[config.mk]
export PLATFORM = sky130hd
export DESIGN_NAME = pipe_hazard_ctrl_flat
export DESIGN_NICKNAME = d
export VERILOG_FILES = /design/src/rtl/pipe_pkg.sv /design/src/rtl/pipe_hazard_ctrl_if.sv /design/src/rtl/pipe_hazard_ctrl_raw_match.sv /design/src/rtl/pipe_hazard_ctrl.sv /design/src/flat_wrapper.sv
export SDC_FILE = /design/constraint.sdc
export NUM_CORES = 1
export LEC_CHECK = 0
export ABC_AREA = 1
export BUFFER_PORTS_ARGS = -buffer_cell sky130_fd_sc_hd__buf_2
export CAP_MARGIN = 15
export CORE_MARGIN = 3
export CORE_UTILIZATION = 28
export CTS_CLUSTER_SIZE = 8
export DETAILED_ROUTE_END_ITERATION = 10
export SYNTH_ARGS = -nofsm -noshare
export SYNTH_HDL_FRONTEND = slang
export SYNTH_SLANG_ARGS = --single-unit
export TNS_END_PERCENT = 5
[constraint.sdc]
create_clock -name clk -period 2.5 [get_ports clk]
set_input_delay 0.25 -clock clk [delete_from_list [all_inputs] [get_ports clk]]
set_output_delay 0.25 -clock clk [all_outputs]
set_load 0.05 [all_outputs]
[src/rtl/pipe_pkg.sv]
// Shared types and constants for the pipeline control blocks.
// Holds the controller state enum, register-address width and the zero register.
package pipe_pkg;

    typedef enum logic {
        RUN    = 1'b0,
        FREEZE = 1'b1
    } state_t;

    localparam int REG_AW = 5;
    localparam logic [REG_AW-1:0] REG_ZERO = '0;

    localparam int WCNT_W = 4;

    // Value loaded into the wait counter on freeze entry; the entry cycle itself is the first frozen cycle.
    function automatic logic [WCNT_W-1:0] freeze_load(input int lat);
        logic [WCNT_W-1:0] r;
        r = '0;
        if (lat > 0) begin
            r = WCNT_W'(lat - 1);
        end
        return r;
    endfunction

endpackage

[src/rtl/pipe_hazard_ctrl_if.sv]
// Bundle between the pipeline datapath (master) and the hazard controller (slave).
// Carries decoded register fields in, register enable/flush controls and status out.
interface pipe_hazard_ctrl_if
    import pipe_pkg::*;
#(
    parameter int AW = REG_AW,
    parameter int PW = 32
);

    // No valid/ready handshake here: every signal is level-sensitive and sampled every cycle,
    // and the controls driven back act on the pipeline registers in the same cycle.
    logic [AW-1:0]     id_src1;
    logic [AW-1:0]     id_src2;
    logic              id_two_src;
    logic [AW-1:0]     ex_dest;
    logic              ex_wb_en;
    logic              ex_mem_read;
    logic [AW-1:0]     mem_dest;
    logic              mem_wb_en;
    logic              mem_access;
    logic              branch_taken;

    logic              pc_en;
    logic              if2id_en;
    logic              if2id_flush;
    logic              id2ex_en;
    logic              id2ex_flush;
    logic              ex2mem_en;
    logic              mem2wb_en;
    logic              frozen;
    logic [PW-1:0]     stall_cnt;

    state_t            dbg_state;
    logic [WCNT_W-1:0] dbg_wcnt;

    modport master (
        output id_src1, id_src2, id_two_src,
        output ex_dest, ex_wb_en, ex_mem_read,
        output mem_dest, mem_wb_en, mem_access,
        output branch_taken,
        input  pc_en, if2id_en, if2id_flush, id2ex_en, id2ex_flush,
        input  ex2mem_en, mem2wb_en, frozen, stall_cnt,
        input  dbg_state, dbg_wcnt
    );

    modport slave (
        input  id_src1, id_src2, id_two_src,
        input  ex_dest, ex_wb_en, ex_mem_read,
        input  mem_dest, mem_wb_en, mem_access,
        input  branch_taken,
        output pc_en, if2id_en, if2id_flush, id2ex_en, id2ex_flush,
        output ex2mem_en, mem2wb_en, frozen, stall_cnt,
        output dbg_state, dbg_wcnt
    );

endinterface

[src/rtl/pipe_hazard_ctrl_raw_match.sv]
// Combinational read-after-write match of the ID sources against one later stage.
// Register zero is hard-wired, so writes to it never create a dependency.
module raw_match
    import pipe_pkg::*;
#(
    parameter int AW = REG_AW
) (
    input  logic [AW-1:0] src,
    input  logic          two_src,
    input  logic [AW-1:0] src2,
    input  logic [AW-1:0] dest,
    input  logic          wb_en,
    output logic          hit
);

    logic live_dest;
    logic src1_hit;
    logic src2_hit;

    assign live_dest = wb_en && (dest != AW'(REG_ZERO));
    assign src1_hit  = (dest == src);
    assign src2_hit  = two_src && (dest == src2);
    assign hit       = live_dest && (src1_hit || src2_hit);

endmodule

[src/rtl/pipe_hazard_ctrl.sv]
// Hazard/sequencing controller for the 5-stage pipeline: memory freeze, branch flush, RAW stall.
// Define HAZARD_FWD_EN when a forwarding unit exists; only EX-stage load-use then stalls.
module pipe_hazard_ctrl
    import pipe_pkg::*;
#(
    parameter int MEM_LAT = 2,
    parameter int PERF_W  = 32
) (
    input logic               clk,
    input logic               rst,
    pipe_hazard_ctrl_if.slave bus
);

    localparam logic [WCNT_W-1:0] WCNT_LOAD = freeze_load(MEM_LAT);
    localparam bit                HAS_WAIT  = (MEM_LAT > 0);

    state_t              state_q, state_d;
    logic [WCNT_W-1:0]   wcnt_q, wcnt_d;
    logic [PERF_W-1:0]   stall_cnt_q, stall_cnt_d;

    logic ex_hit;
    logic hz;
    logic freeze_entry;
    logic hold;

    logic pc_en;
    logic if2id_en;
    logic if2id_flush;
    logic id2ex_en;
    logic id2ex_flush;
    logic ex2mem_en;
    logic mem2wb_en;
    logic frozen;

    raw_match #(.AW(REG_AW)) u_ex_match (
        .src     (bus.id_src1),
        .two_src (bus.id_two_src),
        .src2    (bus.id_src2),
        .dest    (bus.ex_dest),
        .wb_en   (bus.ex_wb_en),
        .hit     (ex_hit)
    );

`ifdef HAZARD_FWD_EN
    // Forwarding covers every ALU result; only a load in EX is too late to forward.
    logic unused_mem_fields;
    assign unused_mem_fields = ^{bus.mem_dest, bus.mem_wb_en};
    assign hz = bus.ex_mem_read && ex_hit;
`else
    logic mem_hit;
    logic unused_ex_load;

    raw_match #(.AW(REG_AW)) u_mem_match (
        .src     (bus.id_src1),
        .two_src (bus.id_two_src),
        .src2    (bus.id_src2),
        .dest    (bus.mem_dest),
        .wb_en   (bus.mem_wb_en),
        .hit     (mem_hit)
    );

    assign unused_ex_load = bus.ex_mem_read;
    assign hz = ex_hit || mem_hit;
`endif

    // Entry only from RUN, so an access still visible in the release cycle cannot re-freeze.
    assign freeze_entry = HAS_WAIT && (state_q == RUN) && bus.mem_access;
    assign hold         = freeze_entry || ((state_q == FREEZE) && (wcnt_q != '0));

    always_comb begin
        pc_en       = 1'b1;
        if2id_en    = 1'b1;
        if2id_flush = 1'b0;
        id2ex_en    = 1'b1;
        id2ex_flush = 1'b0;
        ex2mem_en   = 1'b1;
        mem2wb_en   = 1'b1;
        frozen      = 1'b0;
        if (!rst) begin
            if (hold) begin
                pc_en     = 1'b0;
                if2id_en  = 1'b0;
                id2ex_en  = 1'b0;
                ex2mem_en = 1'b0;
                mem2wb_en = 1'b0;
                frozen    = 1'b1;
            end else if (bus.branch_taken) begin
                if2id_flush = 1'b1;
                id2ex_flush = 1'b1;
            end else if (hz) begin
                pc_en       = 1'b0;
                if2id_en    = 1'b0;
                id2ex_flush = 1'b1;
            end
        end
    end

    always_comb begin
        state_d     = state_q;
        wcnt_d      = wcnt_q;
        stall_cnt_d = stall_cnt_q + {{(PERF_W-1){1'b0}}, ~pc_en};
        case (state_q)
            RUN: begin
                if (freeze_entry) begin
                    state_d = FREEZE;
                    wcnt_d  = WCNT_LOAD;
                end
            end
            FREEZE: begin
                if (wcnt_q != '0) begin
                    wcnt_d = wcnt_q - 1'b1;
                end else begin
                    state_d = RUN;
                end
            end
        endcase
    end

    always_ff @(posedge clk) begin
        if (rst) begin
            state_q     <= RUN;
            wcnt_q      <= '0;
            stall_cnt_q <= '0;
        end else begin
            state_q     <= state_d;
            wcnt_q      <= wcnt_d;
            stall_cnt_q <= stall_cnt_d;
        end
    end

    assign bus.pc_en       = pc_en;
    assign bus.if2id_en    = if2id_en;
    assign bus.if2id_flush = if2id_flush;
    assign bus.id2ex_en    = id2ex_en;
    assign bus.id2ex_flush = id2ex_flush;
    assign bus.ex2mem_en   = ex2mem_en;
    assign bus.mem2wb_en   = mem2wb_en;
    assign bus.frozen      = frozen;
    assign bus.stall_cnt   = stall_cnt_q;
    assign bus.dbg_state   = state_q;
    assign bus.dbg_wcnt    = wcnt_q;

endmodule
[src/flat_wrapper.sv]
// flat-port wrapper written by rule: the top's interface ports become plain ports
module pipe_hazard_ctrl_flat import pipe_pkg::*;
#(
    parameter int MEM_LAT = 2,
    parameter int PERF_W  = 32
)
  (clk, rst, bus_id_src1, bus_id_src2, bus_id_two_src, bus_ex_dest, bus_ex_wb_en, bus_ex_mem_read, bus_mem_dest, bus_mem_wb_en, bus_mem_access, bus_branch_taken, bus_pc_en, bus_if2id_en, bus_if2id_flush, bus_id2ex_en, bus_id2ex_flush, bus_ex2mem_en, bus_mem2wb_en, bus_frozen, bus_stall_cnt, bus_dbg_state, bus_dbg_wcnt);
  pipe_hazard_ctrl_if bus_i ();
  input logic clk;
  input logic rst;
  input wire logic [$bits(bus_i.id_src1)-1:0] bus_id_src1;
  input wire logic [$bits(bus_i.id_src2)-1:0] bus_id_src2;
  input wire logic [$bits(bus_i.id_two_src)-1:0] bus_id_two_src;
  input wire logic [$bits(bus_i.ex_dest)-1:0] bus_ex_dest;
  input wire logic [$bits(bus_i.ex_wb_en)-1:0] bus_ex_wb_en;
  input wire logic [$bits(bus_i.ex_mem_read)-1:0] bus_ex_mem_read;
  input wire logic [$bits(bus_i.mem_dest)-1:0] bus_mem_dest;
  input wire logic [$bits(bus_i.mem_wb_en)-1:0] bus_mem_wb_en;
  input wire logic [$bits(bus_i.mem_access)-1:0] bus_mem_access;
  input wire logic [$bits(bus_i.branch_taken)-1:0] bus_branch_taken;
  output wire logic [$bits(bus_i.pc_en)-1:0] bus_pc_en;
  output wire logic [$bits(bus_i.if2id_en)-1:0] bus_if2id_en;
  output wire logic [$bits(bus_i.if2id_flush)-1:0] bus_if2id_flush;
  output wire logic [$bits(bus_i.id2ex_en)-1:0] bus_id2ex_en;
  output wire logic [$bits(bus_i.id2ex_flush)-1:0] bus_id2ex_flush;
  output wire logic [$bits(bus_i.ex2mem_en)-1:0] bus_ex2mem_en;
  output wire logic [$bits(bus_i.mem2wb_en)-1:0] bus_mem2wb_en;
  output wire logic [$bits(bus_i.frozen)-1:0] bus_frozen;
  output wire logic [$bits(bus_i.stall_cnt)-1:0] bus_stall_cnt;
  output wire logic [$bits(bus_i.dbg_state)-1:0] bus_dbg_state;
  output wire logic [$bits(bus_i.dbg_wcnt)-1:0] bus_dbg_wcnt;
  assign bus_i.id_src1 = bus_id_src1;
  assign bus_i.id_src2 = bus_id_src2;
  assign bus_i.id_two_src = bus_id_two_src;
  assign bus_i.ex_dest = bus_ex_dest;
  assign bus_i.ex_wb_en = bus_ex_wb_en;
  assign bus_i.ex_mem_read = bus_ex_mem_read;
  assign bus_i.mem_dest = bus_mem_dest;
  assign bus_i.mem_wb_en = bus_mem_wb_en;
  assign bus_i.mem_access = bus_mem_access;
  assign bus_i.branch_taken = bus_branch_taken;
  assign bus_pc_en = bus_i.pc_en;
  assign bus_if2id_en = bus_i.if2id_en;
  assign bus_if2id_flush = bus_i.if2id_flush;
  assign bus_id2ex_en = bus_i.id2ex_en;
  assign bus_id2ex_flush = bus_i.id2ex_flush;
  assign bus_ex2mem_en = bus_i.ex2mem_en;
  assign bus_mem2wb_en = bus_i.mem2wb_en;
  assign bus_frozen = bus_i.frozen;
  assign bus_stall_cnt = bus_i.stall_cnt;
  assign bus_dbg_state = bus_i.dbg_state;
  assign bus_dbg_wcnt = bus_i.dbg_wcnt;
  pipe_hazard_ctrl #(.MEM_LAT(MEM_LAT), .PERF_W(PERF_W)) u_core (.clk(clk), .rst(rst), .bus(bus_i));
endmodule
==> Word-level counts from Yosys, hierarchy flattened <==
Index checks and enable logic that the tools add are counted.
{ "word_totals": {"ff_bits": 37, "word_cells": 50, "out_inout_bits": 45, "in_bits": 28} }
{ "op_classes": {"eq_ne": 6, "mux": 21, "n_bitwise": 2, "add_sub_neg": 2, "n_reduce_logical": 16} }
{ "op_table": {"columns": ["cell", "n"], "rows": [
  ["$add A32 B1 Y32", 1],
  ["$eq A5 B5 Y1", 4],
  ["$mux W1", 17],
  ["$reduce_bool A5 Y1", 2],
  ["$logic_and A1 B1 Y1", 8],
  ["$mux W4", 2],
  ["$pmux W4 S2", 1],
  ["$logic_or A1 B1 Y1", 4],
  ["$reduce_bool A4 Y1", 1],
  ["$sub A4 B1 Y4 const B", 1],
  ["$ne A2 B1 Y1 const B", 1],
  ["$ne A2 B2 Y1 const B", 1],
  ["$not A1 Y1", 2],
  ["$pmux W1 S2", 1],
  ["$reduce_and A2 Y1", 1]
]} }

==> Depth between registers and ports, before layout <==
{ "logic_depth": {"word_depth": 11, "ltp_mapped": 20, "depth_no_buf": 20} }

==> By module <==
A second synthesis with hierarchy kept.
{ "unflattened": {"cells_unflattened": 419, "area_unflattened_um2": 2467.4} }
{ "by_module_without_submodules": {"columns": ["module", "area_per_inst_um2", "seq_area_each_um2", "instances", "cells_per_inst"], "rows": [
  ["pipe_hazard_ctrl", 2054.5, 740.7, 1, 315],
  ["raw_match", 206.4, 0.0, 2, 52]
]} }

==> Least setup slack after synthesis <==
OpenSTA, ideal clock, no wires.
{ "synth_timing": {"kind": "reg2out", "startpoint": "reg u_core.wcnt_q[1], in the netlist u_core.bus.dbg_wcnt[1]", "endpoint": "out bus_pc_en", "required_ps": 2250, "t_arrival_ps": 3146, "stages_incl_launch_ff": 10, "n_path_buf": 1, "setup_slack_ps": -896, "path_cell_list": "dfxtp_1 inv_1 ha_1 a31oi_1 inv_1 nand2_1 nand2_1 inv_1 a21oi_1 buf_4"} }
{ "synth_between": {"elab_chain_len": 5} }
{ "synth_lines": {"columns": ["element", "line_no", "source"], "rows": [
  ["start: declaration", "pipe_hazard_ctrl.sv:18", "logic [WCNT_W-1:0] wcnt_q, wcnt_d;"],
  ["start signal: assignment", "pipe_hazard_ctrl.sv:126", "wcnt_q <= wcnt_d;"],
  ["$reduce_bool A4 Y1", "pipe_hazard_ctrl.sv:68", "assign hold = freeze_entry || ((state_q == FREEZE) && (wcnt_q != '0));"],
  ["$logic_and A1 B1 Y1", "pipe_hazard_ctrl.sv:68", null],
  ["$logic_or A1 B1 Y1", "pipe_hazard_ctrl.sv:68", null],
  ["$mux W1 (2 in series)", null, null],
  ["end: declaration", "flat_wrapper.sv:21", "output wire logic [$bits(bus_i.pc_en)-1:0] bus_pc_en;"]
]} }
No other way between the ends.

==> Final worst setup path <==
{ "layout_timing": {"startpoint": "reg u_core.wcnt_q[0], in the netlist u_core.bus.dbg_wcnt[0]", "endpoint": "reg u_core.stall_cnt_q[10], in the netlist u_core.bus.stall_cnt[10]"} }
{ "layout_between": {"elab_chain_len": 7} }
{ "layout_lines": {"columns": ["element", "line_no", "source"], "rows": [
  ["$reduce_bool A4 Y1", "pipe_hazard_ctrl.sv:68", null],
  ["$logic_and A1 B1 Y1", "pipe_hazard_ctrl.sv:68", null],
  ["$logic_or A1 B1 Y1", "pipe_hazard_ctrl.sv:68", null],
  ["$mux W1", "pipe_hazard_ctrl.sv:80", "if (hold) begin"],
  ["$mux W1", "pipe_hazard_ctrl.sv:79", "if (!rst) begin"],
  ["$not A1 Y1", "pipe_hazard_ctrl.sv:101", "stall_cnt_d = stall_cnt_q + {{(PERF_W-1){1'b0}}, ~pc_en};"],
  ["$add A32 B1 Y32", "pipe_hazard_ctrl.sv:101", null],
  ["end signal: assignment", "pipe_hazard_ctrl.sv:127", "stall_cnt_q <= stall_cnt_d;"],
  ["end: declaration", "pipe_hazard_ctrl.sv:19", "logic [PERF_W-1:0] stall_cnt_q, stall_cnt_d;"]
]} }
No other way between the ends.
A chain may end at the register's enable or synchronous reset.

==> run metrics <==
status=completed; vias in the first global route=2586; first-pass GRT wire length=11410 um; worst hold path class=in -> reg; post-synth cell types=29; antenna violations before repair=0; Lkg Pwr=1.483 nW; syn nets=443; top cell type's share of synthesized area=0.2993; Worst setup SP type=flop; Slowest Stage Delay on Critical Path=0.37 ns; count of state elements after synthesis=37; Synth Instances=411; arrival time worst endpoint=roughly 2.6 ns; register area share after synthesis=0.2993; share of layout cells above drive strength 1=0.2571; Layout Nets=521; Reg area=752.0 um^2; final setup violation count=0; Skew-Pair Late Insertion Delay=slightly below 0.3 ns; DP Wirelength=5668 um; grt ovf=0; setup slack, reg-to-reg=0.18 ns; crit share post-route=0.9275; Final Hold Fails=0; final core utilization=0.3757; Avg WL per Cell=11.71 um; ANT cells=0; # rows=33; CP Capture Type=flop; Die Width=approximately 100 um; max cap viols=0; CP cell instances=inv_1, ha_2, a31oi_4, inv_2, nand2_4, nand2_8, nand2_4, ha_4, ha_2, nand2_2, nor2_4, nand2_2, nor3_4, buf_4, o21ai_1, a21oi_1; FMAX=0.4313 GHz; Max VDD drop=between 0.15 and 0.2 mV; Root Driver=clkbuf_8; Area growth, synth to finish=27.25%; CTS tree=done; Core Box Area=8382 um^2; H-tree depth=2; vias per cell=roughly 4.6; gr usage total=0.1410; First DRT Iteration DRCs=92; CTS buffer count=5; PortBufs=a little over 70; max-slew violations=0; Data required, critical path=2.73 ns; synthesis warning total=0; First-pass DRT Iterations=4; routability cong.=0.9461; multi-input logic area=1483 um^2; I/O pin cnt=73; Die Ht=100.0 um; vias post-DR=between 2k and 3k; asr flop ratio synth=0; Initial Utilization=0.2953; synthesized area=2475 um^2; crit-path max FO=6; Slew headroom=0.7704; filler instances=slightly above 900; Setup Skew=~0.013 ns; Synth Area per Inst=6.022 um^2; top post-synthesis cells by area=dfxtp_1 (30%), nand2_1 (19%), inv_1 (11%); Die Area=between 10000 and 15000 um^2; number of synthesized flops with an enable pin=0; Power Dens Cells=411.3 nW/um^2; CTS clock-pin slew for the worst setup and hold paths=0.08 ns; drc violations=0; cells on worst reg2reg path=16; clk buf depth=2; Synth area leader=dfxtp_1; largest net degree at the start of global routing=21; Hold WS=0.1950 ns; Slowest cell on crit path=dfxtp_4; critical path class=reg -> reg; clock sinks=37; fin crit period=2.319 ns; final wirelength=roughly 7000 um; hold path depth=2; worst slew pin tran=0.3418 ns; Top FF cell, synth=dfxtp_1; Antenna Violating Nets Remaining=0
-- worst max-delay path: cells and delay by family, from the launching register on --
family,cells,cell delay [ns]
AND/OR/NAND/NOR,7,0.79
adder cells (fa/ha/maj),3,0.50
flip-flops,1,0.37
AO/OA/AOI/OAI,3,0.32
buffers and inverters,3,0.30
-- final cells by class --
class / instances / share of cell area
clock buffers: 5 / 0.02185
inverters: 77 / 0.09178
multi-input cells: 290 / 0.4708
repair buffers: 78 / 0.1295
well taps: 105 / 0.04172
clock inverters: 3 / 0.005562
flip-flops and latches: 37 / 0.2388
-- through the flow --
stage | worst slack, ns | total power [mW] | TNS (ns) | area [um^2] | cells
floorplan | 0.006698 | 0.8126 | 0 | 2541 | 411
finish | 0.1813 | 1.295 | 0 | 3149 | 595
global placement | 0.1032 | 0.8783 | 0 | 3018 | 584
global route | -0.002539 | 1.361 | -0.002539 | 3149 | 595
CTS | 0.04914 | 1.300 | 0 | 3104 | 592
detailed placement | 0.05243 | 0.8830 | 0 | 3018 | 584
-- registers in the layout, indices dropped and copies added (netlist names) --
signal / cells
u_core.bus.dbg_wcnt: 4
u_core.bus.dbg_state: 1
u_core.bus.stall_cnt: 32
-- synth_stat cells, types with 2 or more instances --
library cell  count
o21ai_1           3
xor2_1            4
nand2_1         125
nand3_1          23
nor3_1           11
xnor2_1           2
inv_1            71
a31oi_1           2
inv_2             6
nor2_4            3
buf_4             3
nor2_1           46
nor3_4            2
nand4_1           9
nand3b_1          3
buf_2             2
nor3_2            2
a21oi_1          25
nand3_2           3
o21ai_0          13
dfxtp_1          37
nor2_2            6
ha_1              4
-- cells by family after synthesis --
logic type               Yosys count  share of synthesized area
AND/OR/NAND/NOR                  235                     0.4318
buffers and inverters             84                     0.1330
AO/OA/AOI/OAI                     45                    0.09454
flip-flops                        37                     0.2993
XOR/XNOR                           6                    0.02123
adder cells (fa/ha/maj)            4                    0.02022
-- power by group --
part	leakage (nW)	internal (mW)	total (mW)	switching, mW
combinational	1.14	0.0828	0.268	0.185
clock	0.0439	0.193	0.418	0.226
sequential	0.301	0.600	0.609	0.00913
total	1.48	0.875	1.30	0.420
-- final timing paths --
path | to | from
hold reg to reg | u_core.bus.dbg_wcnt[0] | u_core.bus.dbg_wcnt[0]
setup / recovery | u_core.bus.stall_cnt[10] | u_core.bus.dbg_wcnt[0]
setup reg to reg | u_core.bus.stall_cnt[10] | u_core.bus.dbg_wcnt[0]
hold / removal | u_core.bus.dbg_wcnt[2] | rst
-- metal layers --
metal,global-route usage,part of all wire,vias to the layer above,wire length [um]
li1,-,-,1437,-
met5,0,0,-,0
met3,0.03266,0.063,6,441
met2,0.2524,0.47,71,3296
met1,0.1701,0.45,1217,3158
met4,0.03523,0.010,0,73
-- what timing repair did --
action / in CTS / in global routing
setup buffers: 0 / 3
setup endpoints to repair: 0 / 12
hold buffers: 0 / 0
endpoints found under the hold margin: 0 / 0
gates resized for setup: 0 / 5
-- placed cells by master (no fill, tap or decap), types with 3 or more instances in the layout --
| cell type | count |
|---|---|
| nor2_1 | 46 |
| clkbuf_8 | 5 |
| nand3_1 | 23 |
| nand2_1 | 120 |
| buf_4 | 7 |
| nor3_1 | 11 |
| xor2_1 | 4 |
| inv_1 | 70 |
| inv_2 | 7 |
| o21ai_1 | 3 |
| nand2_2 | 3 |
| buf_2 | 71 |
| nand3b_1 | 3 |
| o21ai_0 | 13 |
| nor2_4 | 4 |
| nand4_1 | 9 |
| dfxtp_1 | 32 |
| nand3_2 | 3 |
| a21oi_1 | 24 |
| dfxtp_2 | 3 |
| nor2_2 | 5 |
(Power assumes the default switching activity.)
